[src/rtl/fitness_collector.sv]
// ============================================================================
// fitness_collector
// ----------------------------------------------------------------------------
// Purpose:
//   Receives the per-individual total energy stream from the fitness
//   evaluation pipeline and stores each value in one of two fitness banks
//   (current population or offspring). It also keeps track of the
//   minimum-energy individual of the generation. When the last individual
//   has been captured it pulses generation-complete to the GA controller.
//   A separate registered read port lets the selection stage read any bank
//   entry at any time.
//
// Parameters:
//   SELF_FIT_LENGTH  width of one energy value
//   POP_SIZE         number of individuals per generation
//   IDX_WIDTH        index width; must be at least clog2(POP_SIZE)
//
// Ports:
//   clk_i             clock
//   rst_n             asynchronous, active-low reset
//   start_i           arms collection for a new generation (used only in IDLE)
//   fit_valid_i       energy strobe from the evaluator
//   fit_energy_i      total energy of the current individual (unsigned)
//   fit_bank_i        target bank, sampled together with fit_valid_i
//   fit_done_i        evaluator's last-individual flag (used only by the
//                     optional sync check)
//   rd_bank_i         read bank select
//   rd_addr_i         read index; indices >= POP_SIZE read as zero
//   rd_data_ff_o      registered read data (the old value is returned on a
//                     read/write collision)
//   best_energy_ff_o  minimum energy seen since the last start
//   best_idx_ff_o     index of that minimum (the earliest index on ties)
//   busy_ff_o         high while collecting
//   gen_done_ff_o     one-cycle pulse when the generation is complete
//   sync_err_ff_o     sticky evaluator/collector protocol error
//
// Configuration macro:
//   FIT_COLLECT_SYNC_CHECK_EN  enables the protocol check that drives
//                              sync_err_ff_o. When the macro is undefined,
//                              fit_done_i is ignored and sync_err_ff_o is 0.
// ============================================================================
module fitness_collector #(
    parameter int SELF_FIT_LENGTH = 10,
    parameter int POP_SIZE        = 50,
    parameter int IDX_WIDTH       = 6
) (
    input  logic                       clk_i,
    input  logic                       rst_n,
    input  logic                       start_i,
    input  logic                       fit_valid_i,
    input  logic [SELF_FIT_LENGTH-1:0] fit_energy_i,
    input  logic                       fit_bank_i,
    input  logic                       fit_done_i,
    input  logic                       rd_bank_i,
    input  logic [IDX_WIDTH-1:0]       rd_addr_i,
    output logic [SELF_FIT_LENGTH-1:0] rd_data_ff_o,
    output logic [SELF_FIT_LENGTH-1:0] best_energy_ff_o,
    output logic [IDX_WIDTH-1:0]       best_idx_ff_o,
    output logic                       busy_ff_o,
    output logic                       gen_done_ff_o,
    output logic                       sync_err_ff_o
);

    localparam logic [IDX_WIDTH-1:0] LAST_IDX = IDX_WIDTH'(POP_SIZE - 1);

    typedef enum logic [1:0] {
        IDLE    = 2'd0,
        COLLECT = 2'd1,
        DONE    = 2'd2
    } state_t;

    state_t                     state_ff;
    state_t                     state_nxt;
    logic [IDX_WIDTH-1:0]       wr_ptr_ff;
    logic [SELF_FIT_LENGTH-1:0] mem_ff [2][POP_SIZE];
    logic [SELF_FIT_LENGTH-1:0] rd_word;

    logic accept_start;
    logic accept_valid;
    logic last_valid;
    logic new_best;

    // Qualified events. start_i is honoured only in IDLE, and energies are
    // accepted only while collecting. new_best uses a strict compare so that
    // on a tie the earlier individual is kept.
    always_comb begin
        accept_start = (state_ff == IDLE) && start_i;
        accept_valid = (state_ff == COLLECT) && fit_valid_i;
        last_valid   = accept_valid && (wr_ptr_ff == LAST_IDX);
        new_best     = fit_energy_i < best_energy_ff_o;
    end

    // State register.
    always_ff @(posedge clk_i or negedge rst_n) begin
        if (!rst_n) begin
            state_ff <= IDLE;
        end else begin
            state_ff <= state_nxt;
        end
    end

    // Next-state logic. The collection ends on the write counter alone, so a
    // missing or misplaced fit_done_i can never stall or shorten a generation.
    always_comb begin
        state_nxt = state_ff;
        case (state_ff)
            IDLE: begin
                if (accept_start) begin
                    state_nxt = COLLECT;
                end
            end
            COLLECT: begin
                if (last_valid) begin
                    state_nxt = DONE;
                end
            end
            DONE: begin
                state_nxt = IDLE;
            end
            default: begin
                state_nxt = IDLE;
            end
        endcase
    end

    // Status outputs are registered from the next state. This places them
    // exactly on the cycles in which the FSM sits in COLLECT or DONE.
    always_ff @(posedge clk_i or negedge rst_n) begin
        if (!rst_n) begin
            busy_ff_o     <= 1'b0;
            gen_done_ff_o <= 1'b0;
        end else begin
            busy_ff_o     <= (state_nxt == COLLECT);
            gen_done_ff_o <= (state_nxt == DONE);
        end
    end

    // Write pointer. It stays at the last index after the final write, so it
    // always addresses a real entry, and it restarts only on the next start.
    always_ff @(posedge clk_i or negedge rst_n) begin
        if (!rst_n) begin
            wr_ptr_ff <= '0;
        end else if (accept_start) begin
            wr_ptr_ff <= '0;
        end else if (accept_valid && !last_valid) begin
            wr_ptr_ff <= wr_ptr_ff + IDX_WIDTH'(1);
        end
    end

    // Best tracker. Start loads all ones, so any real energy below the
    // maximum wins. An energy equal to all ones leaves the initial index 0 in
    // place. The values are kept after DONE for the controller to read.
    always_ff @(posedge clk_i or negedge rst_n) begin
        if (!rst_n) begin
            best_energy_ff_o <= '0;
            best_idx_ff_o    <= '0;
        end else if (accept_start) begin
            best_energy_ff_o <= '1;
            best_idx_ff_o    <= '0;
        end else if (accept_valid && new_best) begin
            best_energy_ff_o <= fit_energy_i;
            best_idx_ff_o    <= wr_ptr_ff;
        end
    end

    // Fitness banks. Each entry is a separate flop word, selected by a
    // compare against the write pointer. Reset clears both banks, so an
    // aborted generation leaves no stale partial data behind.
    always_ff @(posedge clk_i or negedge rst_n) begin
        if (!rst_n) begin
            for (int b = 0; b < 2; b++) begin
                for (int i = 0; i < POP_SIZE; i++) begin
                    mem_ff[b][i] <= '0;
                end
            end
        end else if (accept_valid) begin
            for (int i = 0; i < POP_SIZE; i++) begin
                if (wr_ptr_ff == IDX_WIDTH'(i)) begin
                    mem_ff[fit_bank_i][i] <= fit_energy_i;
                end
            end
        end
    end

    // Read mux. An index outside the population matches no entry and
    // returns zero. The mux reads the current flop contents, so a write to
    // the same entry in the same cycle is seen one cycle later.
    always_comb begin
        rd_word = '0;
        for (int i = 0; i < POP_SIZE; i++) begin
            if (rd_addr_i == IDX_WIDTH'(i)) begin
                rd_word = mem_ff[rd_bank_i][i];
            end
        end
    end

    // Read data register, free-running and independent of the FSM.
    always_ff @(posedge clk_i or negedge rst_n) begin
        if (!rst_n) begin
            rd_data_ff_o <= '0;
        end else begin
            rd_data_ff_o <= rd_word;
        end
    end

`ifdef FIT_COLLECT_SYNC_CHECK_EN
    logic sync_err_set;

    // Protocol violations. These cover a done flag before the last
    // individual, a last individual without the done flag, and any strobe
    // arriving while not collecting.
    always_comb begin
        sync_err_set = (fit_valid_i && (state_ff != COLLECT))
                     || (accept_valid && fit_done_i && (wr_ptr_ff != LAST_IDX))
                     || (last_valid && !fit_done_i);
    end

    // Sticky error flag, cleared by an accepted start. A violation in the
    // same cycle as the start takes priority, so that error is not lost.
    always_ff @(posedge clk_i or negedge rst_n) begin
        if (!rst_n) begin
            sync_err_ff_o <= 1'b0;
        end else if (sync_err_set) begin
            sync_err_ff_o <= 1'b1;
        end else if (accept_start) begin
            sync_err_ff_o <= 1'b0;
        end
    end
`else
    logic done_unused;

    // Without the check the done flag has no function in this block.
    assign done_unused   = fit_done_i;
    assign sync_err_ff_o = 1'b0;
`endif

endmodule

[config.mk]
export PLATFORM = sky130hd
export DESIGN_NAME = fitness_collector
export DESIGN_NICKNAME = d
export VERILOG_FILES = /design/src/rtl/fitness_collector.sv
export SDC_FILE = /design/constraint.sdc
export NUM_CORES = 2
export LEC_CHECK = 0
export CORE_UTILIZATION = 55
export CTS_CLUSTER_DIAMETER = 80
export DETAILED_ROUTE_END_ITERATION = 7
export PLACE_DENSITY = 0.68
export SLEW_MARGIN = 10
export SYNTH_ARGS = -nofsm -noshare
export SYNTH_HDL_FRONTEND = slang
export SYNTH_SLANG_ARGS = --single-unit
[constraint.sdc]
create_clock -name clk_i -period 2.6 [get_ports clk_i]
set_input_delay 0.52 -clock clk_i [delete_from_list [all_inputs] [get_ports clk_i]]
set_output_delay 0.52 -clock clk_i [all_outputs]
set_load 0.01 [all_outputs]
==> summary.txt <==
Synthesis
  • FF+latch count, synth: 1036
  • Most used DFF post-synth: dfrtp_1
  • Average cell area after synthesis: approximately 13 um2
  • Syn_nets: slightly below 4000
  • Mapped cell area: roughly 0.050 mm2
  • Area share of the largest cell type after synthesis: between 50% and 60%
  • Top-count cell post-synth: mux2_2
  • Commonest cells post-synth: mux2_2 (1040), dfrtp_1 (1036), mux2i_1 (321)
  • Synth unique cells: 81
  • Yosys Warn Count: 0
  • Post-synth EDFFs: 0
  • Mapped Cells: approximately 3900
  • Top cells by area, synth: dfrtp_1 (51%), mux2_2 (23%), mux2i_1 (6.4%), mux2_1 (2.0%), mux4_2 (1.5%)
  • Seq/Total Area, Yosys: 51.4%
  • Cell taking the most area after synthesis: dfrtp_1
  • Async set-reset flop share out of synthesis: 100%

GRT
  • Most Used Layer, Global Route: met2
  • First-pass GRT wire length: between 200000 and 250000 um
  • GR Util met2: between 50% and 60%
  • Pin count of the biggest net entering global routing: between 100 and 150
  • Vias in the first global route: 35729
  • Initial antenna violation count: 5
  • Grt ovf: 0
  • GRT Util Overall: 33.3%
  • M1 GR Usage: 46.2%
  • Met3 Track Usage GR: under 10%

Finish
  • Final #Nets: ~4400
  • Area delta synth->final: 21.0%
  • Non-Filler Instances: roughly 5600
  • Post-route cell area: slightly above 0.06 mm2
  • Fin util: between 60% and 70%
  • Share of cells above drive strength 1: 45.1%

Clock network
  • Total CTS buffers: 110
  • Clock Sink Count: 1036
  • Clock slew at reported path FFs: 0.06 ns
  • # H-tree levels: 3
  • CTS max path bufs: 3
  • Clk_lat worst skew: approximately 0.7 ns
  • CTS tree: built
  • Root buffer cell: clkbuf_16

Drt
  • WL/cell: 27.5 um
  • DR DRC count: 0
  • Antenna-violating nets left: 0
  • Routed vias: roughly 35000
  • Starting DRT DRC Count: just over 3000
  • Detailed Routing Iterations Pass 1: 5
  • Via/cell ratio: 6.28
  • WL final: between 150000 and 200000 um

Floorplan
  • Top Ports: between 50 and 60
  • Core ar.: about 0.090 mm2
  • Die W: between 300 and 400 um
  • Initial Utilization: 55.8%
  • Die area: roughly 0.093 mm2
  • Chip Height: 305 um
  • Row Count: 110

Pwr
  • Peak VDD IR: 0.877 mV
  • Leakage power total: between 20 and 30 nW
  • P per Cell Area: about 830 mW/mm2

Timing
  • Final period utilization: 97.6%
  • Fmax: between 0.3 and 0.4 GHz
  • Rel. slew slack: ~42%
  • RSZ-0062 raised after global routing: no
  • Final count of pins violating max slew: 0
  • Worst Hold Slack: around 0.16 ns
  • Hold violation total from the final report: 0
  • Final setup vio count: 0
  • Min Tclk post-route: 2.54 ns
  • Worst clock skew: 0.0254 ns
  • Slew @ Worst Pin: around 0.86 ns

Placement
  • Gpl congestion: around 0.98
  • I/O Buffers: 49
  • Cells after DPL: approximately 5400
  • Dpl cell area: between 0.05 and 0.06 mm2
  • Dpl hpwl: approximately 110000 um

Job
  • Max Cap Viol: 0

Worst setup path
  • Critical path fanouts, max: 16
  • Worst setup EP type: flip-flop
  • CP Data Arrival Time: between 3 and 4 ns
  • Critical Path RT: about 3.2 ns
  • Critical path type: input port to flip-flop
  • Worst setup SP type: input port

Worst hold path
  • Hold Path Class: input port to flip-flop

Run status
  • Outcome: finished clean
## worst max-delay path, cell delays in order
cell and delay [ns]:
buf_6 0.17, buf_12 0.19, buf_4 0.13, nor2b_2 0.27
buf_4 0.31, nand2_1 0.14, a22oi_1 0.28, nand4_1 0.27
or3_1 0.45, o221ai_1 0.17, buf_4 0.14, a21oi_1 0.05
## area by class of cell
cell class	count	area, um2
fill	6716	29400
sequential	1036	25900
multi-input combinational	2514	23400
timing repair buffer	648	6640
clock buffer	159	3160
tap	1176	1470
clock inverter	36	314
inverter	20	75.1
antenna	2	5.00
## layout by cell type (no fill, tap or decap), types with 31 or more instances in the layout
master           instances
mux2_2                1040
dfrtp_1               1036
buf_4                  472
mux2i_1                321
nand2_1                148
a21oi_1                134
buf_12                 132
clkbuf_16              110
o21ai_0                103
mux2_1                  89
nor2_1                  72
o22ai_1                 47
nor2_2                  37
a211oi_1                37
mux4_2                  33
clkdlybuf4s50_1         31
## path summary, 6_finish.rpt
kind	start	end	slack [ns]	depth (start not counted)
setup / recovery	rd_addr_i[0]	rd_data_ff_o[3]	0.06	12
hold / removal	fit_energy_i[3]	mem_ff[993]	0.16	2
setup reg to reg	mem_ff[990]	rd_data_ff_o[0]	0.10	8
hold reg to reg	mem_ff[685]	mem_ff[685]	0.48	1
max in group asynchronous	rst_n	mem_ff[37]	1.26	4
min in group asynchronous	rst_n	mem_ff[734]	0.38	2
## per-stage QoR
step	setup WS, ns	setup TNS [ns]	total power, mW
4_1_cts	0.00151	0	50.4
2_1_floorplan	0.152	0	30.0
5_1_grt	0.0308	0	52.5
6_report	0.0614	0	50.4
3_5_place_dp	-1.38	-43.61	35.1
3_3_place_gp	-1.37	-26.52	34.6
## state kept, by name, indices dropped and copies added (netlist names)
| name | count |
|---|---|
| best_energy_ff_o | 10 |
| gen_done_ff_o | 1 |
| busy_ff_o | 1 |
| wr_ptr_ff | 6 |
| mem_ff | 1000 |
| state_ff | 2 |
| rd_data_ff_o | 10 |
| best_idx_ff_o | 6 |
## layer usage
layer | vias up | share of wire (%)
met4 | 8 | 4.5
met2 | 1111 | 46
met3 | 333 | 6.0
li1 | 15243 | -
met5 | - | 0.085
met1 | 18415 | 43
## power by group
group / leakage, nW / switching [mW] / internal (mW) / total [mW]
Sequential: 14.0 / 2.47 / 20.6 / 23.1
Combinational: 13.8 / 5.56 / 6.45 / 12.0
Clock: 1.72 / 6.52 / 8.77 / 15.3
Total: 29.5 / 14.5 / 35.8 / 50.4
## timing repair
action / in CTS / in global routing
pin swaps: 5 / 9
endpoints found under the hold margin: 17 / 0
hold buffers: 1 / 0
endpoints found under the setup margin: 10 / 10
gates resized for setup: 53 / 43
buffers inserted: 1 / 3
## kinds of logic (layout without fill, tap and decap cells)
| logic type | count (synthesis) | count (layout) | share of synthesized area (%) |
|---|---|---|---|
| compound gates | 560 | 560 | 7.45 |
| xor+xnor | 6 | 6 | 0.104 |
| fa+ha+maj | 13 | 13 | 0.322 |
| buf+inv | 316 | 863 | 2.96 |
| flops | 1036 | 1036 | 51.4 |
| mux | 1483 | 1483 | 33.0 |
| other cells | 1 | 3 | 0.00743 |
| simple gates | 451 | 451 | 4.74 |
No activity file was read; power rests on OpenSTA's default activity.
